--- src/rtl/muldiv_pkg.sv ---
// muldiv_pkg: shared types and op decoding for the iterative mul/div unit
package muldiv_pkg;

    typedef enum logic [1:0] {MULU = 2'd0, MULS = 2'd1, DIVU = 2'd2, DIVS = 2'd3} op_t;

    typedef enum logic [1:0] {IDLE = 2'd0, CALC = 2'd1, FIX = 2'd2, DONE = 2'd3} state_t;

    function automatic logic op_is_div(input op_t o);
        return o == DIVU || o == DIVS;
    endfunction

    function automatic logic op_is_signed(input op_t o);
        return o == MULS || o == DIVS;
    endfunction

endpackage

--- src/rtl/muldiv_step.sv ---
// muldiv_step: one radix-2 shift-add (mul) or restoring trial-subtract (div) step on a shared adder
module muldiv_step #(
    parameter int WIDTH = 8
) (
    input  logic             div,
    input  logic [WIDTH-1:0] hi,
    input  logic [WIDTH-1:0] lo,
    input  logic [WIDTH-1:0] d,
    output logic [WIDTH-1:0] hi_next,
    output logic [WIDTH-1:0] lo_next
);
    logic [WIDTH:0]   x;
    logic [WIDTH:0]   y;
    logic [WIDTH+1:0] sum;
    logic             ok;

    // Mul adds the multiplicand when the low bit is set; div subtracts the divisor via ~d + 1 and keeps it on carry-out
    always_comb begin
        x       = div ? {hi, lo[WIDTH-1]} : {1'b0, hi};
        y       = div ? ~{1'b0, d} : (lo[0] ? {1'b0, d} : '0);
        sum     = {1'b0, x} + {1'b0, y} + {{(WIDTH+1){1'b0}}, div};
        ok      = sum[WIDTH+1];
        hi_next = div ? (ok ? sum[WIDTH-1:0] : x[WIDTH-1:0]) : sum[WIDTH:1];
        lo_next = div ? {lo[WIDTH-2:0], ok} : {sum[0], lo[WIDTH-1:1]};
    end

endmodule

--- src/rtl/muldiv_seq.sv ---
// muldiv_seq: iterative signed/unsigned multiplier/divider with valid/ready handshakes
module muldiv_seq
    import muldiv_pkg::*;
#(
    parameter int WIDTH = 8
) (
    input  logic             clk,
    input  logic             rst,
    input  logic             in_valid,
    output logic             in_ready,
    input  logic [1:0]       op,
    input  logic [WIDTH-1:0] a,
    input  logic [WIDTH-1:0] b,
    output logic             out_valid,
    input  logic             out_ready,
    output logic [WIDTH-1:0] result_hi,
    output logic [WIDTH-1:0] result_lo,
    output logic             div_by_zero,
    output logic             overflow
);
    localparam int CW = $clog2(WIDTH + 1);
    localparam logic [WIDTH-1:0] MIN_NEG = {1'b1, {(WIDTH-1){1'b0}}};

    state_t           state;
    op_t              op_q;
    op_t              op_in;
    logic [CW-1:0]    cnt;
    logic [WIDTH-1:0] hi, lo, d, a_q;
    logic [WIDTH-1:0] hi_next, lo_next;
    logic [WIDTH-1:0] mag_a, mag_b, q_fix, r_fix;
    logic [2*WIDTH-1:0] prod_fix;
    logic             neg, sa, dz, ov;
    logic             sa_in, sb_in;

    assign in_ready  = state == IDLE;
    assign out_valid = state == DONE;

    muldiv_step #(.WIDTH(WIDTH)) u_step (
        .div     (op_is_div(op_q)),
        .hi      (hi),
        .lo      (lo),
        .d       (d),
        .hi_next (hi_next),
        .lo_next (lo_next)
    );

    // Operand magnitudes and sign flags as seen at the accept edge
    always_comb begin
        op_in = op_t'(op);
        sa_in = op_is_signed(op_in) && a[WIDTH-1];
        sb_in = op_is_signed(op_in) && b[WIDTH-1];
        mag_a = sa_in ? -a : a;
        mag_b = sb_in ? -b : b;
    end

    // Sign restoration and special-case overrides applied in FIX
    always_comb begin
        prod_fix = neg ? -{hi, lo} : {hi, lo};
        q_fix    = dz ? '1 : ov ? a_q : neg ? -lo : lo;
        r_fix    = dz ? a_q : ov ? '0 : sa ? -hi : hi;
    end

    // Control FSM, step counter, accumulator and registered results
    always_ff @(posedge clk) begin
        if (rst) begin
            state       <= IDLE;
            result_hi   <= '0;
            result_lo   <= '0;
            div_by_zero <= 1'b0;
            overflow    <= 1'b0;
        end else begin
            case (state)
                IDLE: if (in_valid) begin
                    state <= CALC;
                    op_q  <= op_in;
                    cnt   <= CW'(WIDTH - 1);
                    hi    <= '0;
                    lo    <= op_is_div(op_in) ? mag_a : mag_b;
                    d     <= op_is_div(op_in) ? mag_b : mag_a;
                    a_q   <= a;
                    neg   <= sa_in ^ sb_in;
                    sa    <= sa_in;
                    dz    <= op_is_div(op_in) && b == '0;
                    ov    <= op_in == DIVS && a == MIN_NEG && b == '1;
                end
                CALC: begin
                    hi  <= hi_next;
                    lo  <= lo_next;
                    cnt <= cnt - 1'b1;
                    if (cnt == '0) state <= FIX;
                end
                FIX: begin
                    state       <= DONE;
                    result_hi   <= op_is_div(op_q) ? r_fix : prod_fix[2*WIDTH-1:WIDTH];
                    result_lo   <= op_is_div(op_q) ? q_fix : prod_fix[WIDTH-1:0];
                    div_by_zero <= dz;
                    overflow    <= ov;
                end
                DONE: if (out_ready) state <= IDLE;
                default: state <= IDLE;
            endcase
        end
    end

endmodule

--- config.mk ---
export PLATFORM = sky130hd
export DESIGN_NAME = muldiv_seq
export DESIGN_NICKNAME = d
export VERILOG_FILES = /design/src/rtl/muldiv_pkg.sv /design/src/rtl/muldiv_step.sv /design/src/rtl/muldiv_seq.sv
export SDC_FILE = /design/constraint.sdc
export NUM_CORES = 1
export LEC_CHECK = 0
export ABC_CLOCK_PERIOD_IN_PS = 5500
export BUFFER_PORTS_ARGS = -buffer_cell sky130_fd_sc_hd__buf_2
export CAP_MARGIN = 20
export CELL_PAD_IN_SITES_DETAIL_PLACEMENT = 0
export CELL_PAD_IN_SITES_GLOBAL_PLACEMENT = 2
export CORE_MARGIN = 1
export CORE_UTILIZATION = 42
export CTS_BUF_LIST = sky130_fd_sc_hd__clkbuf_4
export CTS_CLUSTER_DIAMETER = 120
export CTS_CLUSTER_SIZE = 16
export DETAILED_ROUTE_END_ITERATION = 10
export PLACE_DENSITY_LB_ADDON = 0.05
export SLEW_MARGIN = 10
export SYNTH_ARGS = -nofsm -noshare
export SYNTH_HDL_FRONTEND = slang
export SYNTH_SLANG_ARGS = --single-unit
export TNS_END_PERCENT = 5
--- constraint.sdc ---
create_clock -name clk -period 5.5 [get_ports clk]
set_input_delay 0.275 -clock clk [delete_from_list [all_inputs] [get_ports clk]]
set_output_delay 0.275 -clock clk [all_outputs]
set_load 0.005 [all_outputs]
Yosys cells after proc, flatten, opt, wreduce, memory -nomap -nowiden --
Cells that the tools add are included. W data, S select, Z words.
Cells by class: add/sub/neg operators 8, bitwise logic cells 3, reduce and logical (&&, ||, !) cells 15, equality and inequality tests 13, multiplexer cells 29
Operators with widths (number):
- $mux W8 | 18
- $neg A8 Y8 | 4
- $pmux W8 S2 | 2
- $mux W9 | 2
- $eq A8 B8 Y1 const B | 2
- $mux W16 | 1
- $neg A16 Y16 | 1
- $eq A2 B2 Y1 const B | 6
- $add A10 B1 Y10 | 1
- $add A9 B9 Y10 | 1
- $not A8 Y9 | 1
- $reduce_and A3 Y1 | 3
- $logic_not A8 Y1 | 1
- $pmux W2 S4 | 1
- $pmux W4 S2 | 1
- $mux W2 | 3
- $logic_and A1 B1 Y1 | 5
- $eq A2 B1 Y1 const B | 2
- $logic_not A4 Y1 | 1
- $mux W4 | 1
- $ne A2 B2 Y1 const B | 2
- $sub A4 B1 Y4 const B | 1
- $logic_or A1 B1 Y1 | 3
- $logic_not A2 Y1 | 1
- 4 further kinds | 4
Storage, ports and cells: word-level logic and storage cells 83, output and inout port bits 20, register bits 62, input port bits 22

Depth between registers and ports, before layout --
Gate-level depths: netlist of run 1.
word-level depth 8, depth in mapped cells 12, depth with buffers taken out 11

Hierarchy --
From an unflattened synthesis of run 1, not the netlist that was laid out.
Unflattened totals: cell total of the unflattened synthesis 460, area, all modules 4272.8 um^2
By module, submodules not included:
- muldiv_seq | area an instance 3468.3 um^2, sequential area each 1631.6 um^2, cells an instance 355, instances 1
- muldiv_step | area an instance 804.5 um^2, sequential area each 0.0 um^2, cells an instance 105, instances 1

Worst setup path after synthesis of run 1 --
No wires, ideal clock.
path kind flip-flop to flip-flop, from reg op_q[1], to reg hi[6], data pin, period minus slack after synthesis 3.214 ns, required time 5.342 ns, stages on the path, launching flop included 12, arrival 3.056 ns, library setup time 0.158 ns, buffers on the path 2, path slack 2.286 ns, cell sequence edfxtp_1 > clkbuf_1 > clkbuf_1 > mux2_2 > ha_1 > a21oi_1 > fa_1 > nor2b_1 > o31a_1 > o311a_1 > or4_1 > o211ai_1
On the way: word-level cells in the longest chain between the ends 8, elaborated cells on any way between the ends 10, classes of those cells 2 x add/sub; 2 x eq/ne; 5 x mux; 1 x reduce/logical
Ends and longest elaborated chain:
- start: declaration | RTL line muldiv_seq.sv:25 | op_t op_q;
- start signal: assignment | RTL line muldiv_seq.sv:75 | op_q <= op_in;
- $eq A2 B2 Y1 | RTL line muldiv_pkg.sv:9 | return o == DIVU || o == DIVS;
- $logic_or A1 B1 Y1 (*) | RTL line muldiv_pkg.sv:9
- $mux W9 (on tied branches) | RTL line muldiv_step.sv:19, muldiv_step.sv:20
- $add A9 B9 Y10 | RTL line muldiv_step.sv:21 | sum = {1'b0, x} + {1'b0, y} + {{(WIDTH+1){1'b0}}, div};
- $add A10 B1 Y10 | RTL line muldiv_step.sv:21
- $mux W8 | RTL line muldiv_step.sv:23 | hi_next = div ? (ok ? sum[WIDTH-1:0] : x[WIDTH-1:0]) : sum[WIDTH:1];
- $mux W8 (*) | RTL line muldiv_step.sv:23
- $pmux W8 S2 (*) | RTL line muldiv_seq.sv:72 | case (state)
- end signal: assignment | RTL line muldiv_seq.sv:87 | hi <= hi_next;
- end: declaration | RTL line muldiv_seq.sv:28 | logic [WIDTH-1:0] hi, lo, d, a_q;
Mark *: on every way between the ends. The rest lies on a longest branch, timed or not. A chain may end at the register's enable or synchronous reset.

Worst setup path after layout of run 1 --
Same ends and word-level chain as after synthesis.

==> flow_summary.ini, run 1 <==
[run]
drv_cap = 0

[layout]
syn2layout_area_growth_pct = 10.4
diodes = 0
fin_nets = 533
fillers = 973
regArea_sq_um = 1630
multi_input_area_sq_um = 2470
drive_gt1_frac = 0.203
fin_area_sq_um = 4750
postLayoutCoreUtil = 0.482

[synthesis]
ys_seq_elements = 61
synth_nets = 506
synth_top_area_share = 0.286
synth_area_leaders = edfxtp_1 29%, dfxtp_1 9.3%, mux2_2 5.5%
postSynthCellCount = 465
synth_largest_area_cell = edfxtp_1
synth-seq-area-share = 0.379
synthDistinctLibCells = 61
yosysWarnings = 0
async_flop_share = 0
synthesis.area_sq_um = 4310
synth_flop_cell = edfxtp_1
synth_area_per_cell_sq_um = 9.26
synth-edff-count = 41

[sta]
tightest_slew_ns = 0.984
setup-violations-final = 0
skew_ns = 0.0242
slew_headroom = 0.344
hold_viol_final = 0
finalCritPeriodShare = 0.726
fin_setup_tns_ns = 0
slew_violations = 0
whs_ns = 0.0905
fmax_mhz = 250
period_minus_slack_ns = 3.99
rsz0062_at_grt = false

[floorplan]
core_sq_um = 9860
die_y_um = 103
io-pin-count = 42
start_util = 0.436
die_x_um = 103
dieArea_sq_um = 10700
rows = 36

[clock_network]
root_buffer = clkbuf_4
clk_latency_ns = 0.42
post_cts_resized = 0
cts_num_sinks = 61
htreeDepth = 3
hold_buffers = 0
postCtsSetupRepairBufs = 0
cts_tree = done
numCtsBuffers = 9
path_clk_slew_ns = 0.11
clockBufferDepth = 2

[detailed_routing]
drt_iter0_drc = 133
vias = 3452
ant_nets = 0
drt-total-wl_um = 10500
viasPerCell = 5.48
drc = 0
wl_per_cell_um = 16.6
dr.pass1.iters = 4

[power]
pwr-share-seq = 0.379
p_per_area_nw_per_um2 = 421
p_sw_mw = 0.822
clock_power_share = 0.160
swShare = 0.410
p_comb_frac = 0.461
vdd_drop_max_mv = 0.161
intPower_mw = 1.18
leakagePower_nw = 1.88

[setup_path]
worstSetupPathType = reg -> reg
r2r_cells = 10
r2r-start = op_q[1]
rr_endpoint = hi[6]
r2r_slack_ns = 1.51
startpoint_type = flip-flop
cp.arrival_ns = 4.24
worstPathRequired_ns = 5.75
cp_max_fo = 34
worstSetupEndpointType = flip-flop

[grt]
grt_pass1_vias = 3101
grt_pass1_wl_um = 16500
antenna_found_initial = 0
grt_max_degree = 35
grt_overflow = 0
grt_use_total = 0.209

[place]
gp_congestion = 0.812
placed_cell_area_sq_um = 4590
port-buffer-count = 41
hpwl_um = 8050

[hold_path]
hold_depth = 1
hold_path_class = in -> reg
worstHoldStart = a[6]
hold_path_end = a_q[6]

[run_status]
outcome = complete, no violations
==> worst max-delay path by stage <==
| stage | from | to | cells past startpoint |
|---|---|---|---|
| after CTS | op_q[1] | hi[7] | 8 |
| after floorplan | op_q[1] | hi[6] | 11 |
| after global placement | op_q[1] | hi[2] | 8 |
| after detailed placement | op_q[1] | hi[4] | 8 |
| after global routing | op_q[1] | hi[6] | 10 |
| final | op_q[1] | hi[6] | 10 |
==> synth_stat cells (18+ instances only) <==
| cell | instances |
|---|---|
| mux2i_1 | 21 |
| ha_1 | 18 |
| dfxtp_1 | 20 |
| mux2_2 | 21 |
| edfxtp_1 | 41 |
| nor2_1 | 37 |
| nand2_1 | 52 |
| a21oi_1 | 23 |
| o21ai_0 | 24 |
| inv_1 | 24 |
| clkbuf_1 | 21 |
| xnor2_1 | 19 |
==> metrics by stage <==
| stage | std cells | setup WS [ns] | total power, mW |
|---|---|---|---|
| 2_1_floorplan | 465 | 2.29 | 1.42 |
| 3_3_place_gp | 611 | 1.56 | 1.67 |
| 3_5_place_dp | 611 | 1.40 | 1.68 |
| 4_1_cts | 627 | 1.38 | 2.00 |
| 5_1_grt | 630 | 1.23 | 2.16 |
| 6_report | 630 | 1.51 | 2.00 |
==> kinds of logic (layout without fill, tap and decap cells) <==
family,count (synthesis),after routing,synth area share
and+or+nand+nor,143,143,0.160
muxes,42,42,0.104
xor gates and xnor gates,31,31,0.0631
buffers and inverters,56,88,0.0497
AOI/OAI and AO/OA,113,113,0.188
adders and majority gates,19,19,0.0570
DFF,61,61,0.379
==> metal layers <==
layer | GRT usage | wire length (um) | up-vias
met5 | 0 | 0 | -
met3 | 0.0363 | 274 | 11
met1 | 0.294 | 5310 | 1625
met2 | 0.332 | 4770 | 54
li1 | - | - | 1762
met4 | 0.0531 | 116 | 0
==> sequential cells by signal (all words and copies together) (netlist names) <==
| signal | count |
|---|---|
| a_q | 8 |
| cnt | 4 |
| d | 8 |
| div_by_zero | 1 |
| dz | 1 |
| hi | 8 |
| lo | 8 |
| neg | 1 |
| op_q | 1 |
| ov | 1 |
| overflow | 1 |
| result_hi | 8 |
| result_lo | 8 |
| sa | 1 |
| state | 2 |
==> cell type report <==
cell class	instances	area share
multi-input cells	348	0.519
clock inverters	6	0.0126
inverters	25	0.0197
clock buffers	10	0.0158
repair buffers	47	0.0550
flip-flops and latches	61	0.343
well taps	133	0.0350
==> power by group through the flow <==
stage | Clock (mW) | Sequential (mW) | Combinational [mW]
5_1_grt | 0.350 | 0.781 | 1.03
3_3_place_gp | 0 | 0.770 | 0.901
6_report | 0.320 | 0.760 | 0.924
3_5_place_dp | 0 | 0.773 | 0.910
4_1_cts | 0.328 | 0.762 | 0.914
2_1_floorplan | 0 | 0.716 | 0.708
==> cells in the final DEF, fill, tap and decap left out, drive strengths merged, types with 6 or more instances in the layout <==
cell / n
a21oi: 23
a311oi: 8
buf: 46
clkbuf: 11
dfxtp: 20
edfxtp: 41
ha: 18
inv: 29
mux2: 21
mux2i: 21
nand2: 52
nor2: 37
nor2b: 6
nor3: 10
o211ai: 10
o21ai: 24
o31ai: 8
o41ai: 8
or4: 6
xnor2: 19
xor2: 12
==> critical path: stages (launching register included) <==
cell      delay [ns]
edfxtp_1        1.01
nor2_1          0.30
mux2_2          0.36
ha_1            0.33
a21oi_1         0.27
fa_1            0.28
nor2b_1         0.07
o31a_1          0.27
o311a_1         0.35
or4_1           0.51
o211ai_1        0.09
No activity file was read; power rests on OpenSTA's default activity.
==> run 2: changes to the inputs <==
ABC_CLOCK_PERIOD_IN_PS = 3300   (was 5500)
CORE_UTILIZATION = 35   (was 42)
clock period = 3.3 ns   (was 5.5 ns; I/O delays follow)
==> run 2 against run 1 <==
Against the previous run:
- critical path type unchanged
- wire length is 7.7% higher
- combinational power up 77%
- sequential share of layout area shrank 1.1 points
- cell count up 4.9%
- die area is 20% higher
- highest routed layer unchanged
- critical endpoint unchanged
- global-route usage decreased by 1.4 points
==> flow_summary.ini, run 2 (synthesis results as in run 1) <==
[grt]
grt_max_degree = 30
antenna_found_initial = 0
grt_pass1_wl_um = 18900
grt_overflow = 0
grt.met1_usage = 0.267
grtUsageMet2 = 0.300
top_usage_layer = met2
grtUsageMet3 = 0.0402
grt_use_total = 0.195
grt_pass1_vias = 3408

[detailed_routing]
drt_iter0_drc = 235
wl_per_cell_um = 17.1
vias = 3479
dr.pass1.iters = 5
viasPerCell = 5.26
drt-total-wl_um = 11300
drc = 0
ant_nets = 0

[power]
intPower_mw = 1.94
swShare = 0.423
pwr-share-seq = 0.367
p_comb_frac = 0.489
p_per_area_nw_per_um2 = 683
vdd_drop_max_mv = 0.198
p_total_mw = 3.35
leakagePower_nw = 1.95
clock_power_share = 0.143
p_sw_mw = 1.42

[clock_network]
clockBufferDepth = 2
clk_latency_ns = 0.45
cts_num_sinks = 61
cts_tree = done
numCtsBuffers = 9
htreeDepth = 3
root_buffer = clkbuf_4
path_clk_slew_ns = 0.12

[layout]
fillers = 1224
final_common_cell = nand2_1
drive_gt1_frac = 0.218
fin_cells = 661
syn2layout_area_growth_pct = 14.0
diodes = 0
final_cell_mix = 52 x nand2_1, 41 x edfxtp_1, 41 x buf_2, 35 x nor2_1
fin_nets = 550

[floorplan]
die_x_um = 113
dieArea_sq_um = 12700
start_util = 0.358
io-pin-count = 42
die_y_um = 113
rows = 40
core_sq_um = 12000

[setup_path]
cp_max_fo = 26
worstPathRequired_ns = 3.59
r2r-start = op_q[1]
cp.arrival_ns = 3.37
rr_endpoint = hi[6]
r2r_cells = 10
slowest_delay_ns = 0.50
slowest_stage = or4_1
worstPathCellList = buf_12 -> mux2_2 -> ha_1 -> a21oi_2 -> fa_1 -> nor2b_1 -> o31a_1 -> o311a_1 -> or4_1 -> o211ai_1
r2r_slack_ns = 0.22
worstSetupEndpointType = flip-flop
worstSetupPathType = reg -> reg
startpoint_type = flip-flop

[place]
port-buffer-count = 41
gp_congestion = 0.774
dpl.cell_count = 637
hpwl_um = 8620

[hold_path]
hold_depth = 1
worstHoldStart = a[7]
hold_path_class = in -> reg
hold_path_end = a_q[7]

[sta]
period_minus_slack_ns = 3.08
slew_violations = 0
fmax_mhz = 325
hold_viol_final = 0
slew_headroom = 0.557
fin_setup_tns_ns = 0
finalCritPeriodShare = 0.933
rsz0062_at_grt = false
tightest_slew_ns = 0.664
setup-violations-final = 0
skew_ns = 0.0166

[run]
drv_cap = 0

[run_status]
outcome = complete, no violations
[run 2: changes by cell type in the layout (fill, tap and decap cells not counted), moves of 2 or more]
cell / change
buf_4: +12
dlygate4sd3_1: +7
inv_4: -2
clkbuf_4: -2
clkinv_4: +3
[run 2: final cells by class]
class	instances	area, sq um	share of cell area
clock buffer	9	67.6	0.0138
clock inverter	7	51.3	0.0105
inverter	25	93.8	0.0191
multi-input combinational	348	2470	0.504
sequential	61	1630	0.332
tap	147	184	0.0375
timing repair buffer	64	408	0.0831
[run 2: how the worst max path moves through the flow]
stage | start | end | slack [ns] | depth (start not counted)
3_3_place_gp | op_q[1] | hi[6] | 0.22 | 10
3_5_place_dp | lo[0] | hi[6] | 0.11 | 11
2_1_floorplan | op_q[1] | hi[6] | 0.09 | 11
4_1_cts | lo[0] | hi[6] | 0.1 | 11
5_1_grt | op_q[1] | hi[6] | 0.03 | 10
6_report | op_q[1] | hi[6] | 0.22 | 10
[run 2: stage by stage]
stage / hold WS (ns) / setup WS [ns] / utilization / instance area (sq um)
2_1_floorplan: 0.264 / 0.0863 / - / 4310
4_1_cts: 0.0233 / 0.0966 / 0.408 / 4890
6_report: 0.0483 / 0.220 / 0.409 / 4910
5_1_grt: 0.0459 / 0.0273 / 0.409 / 4910
3_5_place_dp: 0.404 / 0.114 / 0.392 / 4710
3_3_place_gp: 0.392 / 0.223 / 0.392 / 4710
[run 2: repair_timing]
action | 4_1_cts | 5_1_grt
setup buffers | 0 | 1
hold buffers | 7 | 0
hold endpoints to repair | 7 | 0
resized for setup | 0 | 2
endpoints found under the setup margin | 0 | 1
[run 2: power groups by stage]
stage                     Clock [mW]  Sequential [mW]  Combinational, mW
after CTS                      0.496             1.23               1.64
final                          0.481             1.23               1.64
after global routing           0.520             1.27               1.87
after floorplan                    0             1.19               1.18
after global placement             0             1.24               1.64
after detailed placement           0             1.25               1.63
[run 2: per-layer routing]
| layer | routed length, um | vias to the layer above |
|---|---|---|
| li1 | - | 1805 |
| met1 | 5640 | 1604 |
| met2 | 5030 | 55 |
| met3 | 392 | 15 |
| met4 | 225 | 0 |
| met5 | 0 | - |
[run 2: critical path, delay by kind of cell (launching register included)]
kind                       cells  cell delay (ns)
adders and majority gates      2             0.56
buffers and inverters          1             0.20
muxes                          1             0.26
AOI/OAI and AO/OA              4             0.87
DFF                            1             0.47
and+or+nand+nor                2             0.57
==> run 3: changes to the inputs <==
BUFFER_PORTS_ARGS = default   (was -buffer_cell sky130_fd_sc_hd__buf_2)
CORE_UTILIZATION = 38   (was 35)
DONT_BUFFER_PORTS = 1   (was default)
HOLD_SLACK_MARGIN = 0.03   (was default)
==> run 3 against run 2 <==
Against the previous run:
- critical path depth rose by 1
- register-to-register slack got worse by 0.03 ns
- combinational power fell by 5%
- critical path type unchanged
- highest routed layer unchanged
==> flow_summary.ini, run 3 (synthesis results as in run 1) <==
[floorplan]
rows = 38
die_y_um = 108
io-pin-count = 42
dieArea_sq_um = 11800
start_util = 0.394
core_sq_um = 10900
die_x_um = 108

[sta]
slew_violations = 0
slew_headroom = 0.539
finalCritPeriodShare = 0.943
hold_viol_final = 0
fin_setup_tns_ns = 0
whs_ns = 0.0647
fmax_mhz = 321
setup-violations-final = 0
tightest_slew_ns = 0.689
skew_ns = 0.0188
period_minus_slack_ns = 3.11
rsz0062_at_grt = false

[place]
placed_cell_area_sq_um = 4490
port-buffer-count = 0
hpwl_um = 8440
dpl.cell_count = 590
gp_congestion = 0.789

[grt]
grt_max_degree = 28
grt_pass1_vias = 3451
grt_use_total = 0.212
grt_pass1_wl_um = 18600
antenna_found_initial = 0
grt_overflow = 0

[clock_network]
cts_num_sinks = 61
numCtsBuffers = 9
cts_tree = done
path_clk_slew_ns = 0.12
htreeDepth = 3
postCtsSetupRepairBufs = 0
clk_latency_ns = 0.42
root_buffer = clkbuf_4
clockBufferDepth = 2

[detailed_routing]
dr.pass1.iters = 5
ant_nets = 0
drt_iter0_drc = 249
drt-total-wl_um = 11400
viasPerCell = 5.53
wl_per_cell_um = 18.3
drc = 0
vias = 3457

[setup_path]
worstSetupPathType = reg -> reg
cp_max_fo = 8
cp.arrival_ns = 3.38
startpoint_type = flip-flop
r2r_cells = 11
worstSetupEndpointType = flip-flop
worstPathRequired_ns = 3.57

[layout]
syn2layout_area_growth_pct = 11.5
fin_nets = 521
diodes = 0
final_cell_mix = 52 x nand2_1, 41 x edfxtp_1, 35 x nor2_1, 24 x inv_1, 24 x o21ai_0
final_common_cell = nand2_1
fin_cells = 625
fillers = 1094
fin_area_sq_um = 4800
postLayoutCoreUtil = 0.439
drive_gt1_frac = 0.148

[power]
leakagePower_nw = 1.81
vdd_drop_max_mv = 0.371
p_per_area_nw_per_um2 = 683

[hold_path]
hold_depth = 2
hold_path_class = in -> reg

[run_status]
outcome = complete, no violations

[run]
drv_cap = 0
-- run 3: layout make-up --
cell class | instances | area [sq um] | share of cell area
multi-input cells | 348 | 2470 | 0.515
flip-flops and latches | 61 | 1630 | 0.340
repair buffers | 35 | 310 | 0.0646
well taps | 140 | 175 | 0.0365
inverters | 25 | 93.8 | 0.0195
clock buffers | 9 | 67.6 | 0.0141
clock inverters | 7 | 48.8 | 0.0102
-- run 3: worst paths after layout --
kind                                   start            to  slack (ns)
worst min-delay path                    b[1]          d[1]        0.06
worst max register to register         lo[0]         hi[6]        0.19
worst max-delay path                   lo[0]         hi[6]        0.19
worst min register to register  result_hi[0]  result_hi[0]        0.50
-- run 3: routing by layer --
metal / vias to the layer above / wire length, um / GRT usage / share of wire
met5: - / 0 / 0 / 0
met4: 0 / 254 / 0.0753 / 0.022
met3: 17 / 287 / 0.0410 / 0.025
met2: 56 / 5100 / 0.327 / 0.45
met1: 1636 / 5790 / 0.293 / 0.51
li1: 1748 / - / - / -
-- run 3: worst max-delay path: stages, from the launching register on --
cell	delay, ns
edfxtp_1	0.45
inv_1	0.14
nor2_2	0.09
mux2_2	0.27
ha_1	0.33
a21oi_2	0.20
fa_1	0.23
nor2b_1	0.06
o31a_1	0.27
o311a_1	0.32
or4_1	0.50
o211ai_1	0.09
-- run 3: repair_timing --
item,4_1_cts,5_1_grt
resized for setup,0,3
setup endpoints to repair,0,1
endpoints found under the hold margin,40,0
hold buffers,19,0
-- run 3: through the flow --
step,worst slack (ns),total power [mW]
2_1_floorplan,0.0863,2.37
3_3_place_gp,0.203,2.77
3_5_place_dp,0.107,2.79
4_1_cts,0.0536,3.30
5_1_grt,0.0490,3.55
6_report,0.188,3.28
-- run 3: power breakdown --
part,total [mW],switching (mW),internal (mW)
Sequential,1.24,0.176,1.06
Clock,0.480,0.323,0.157
Combinational,1.56,0.895,0.665
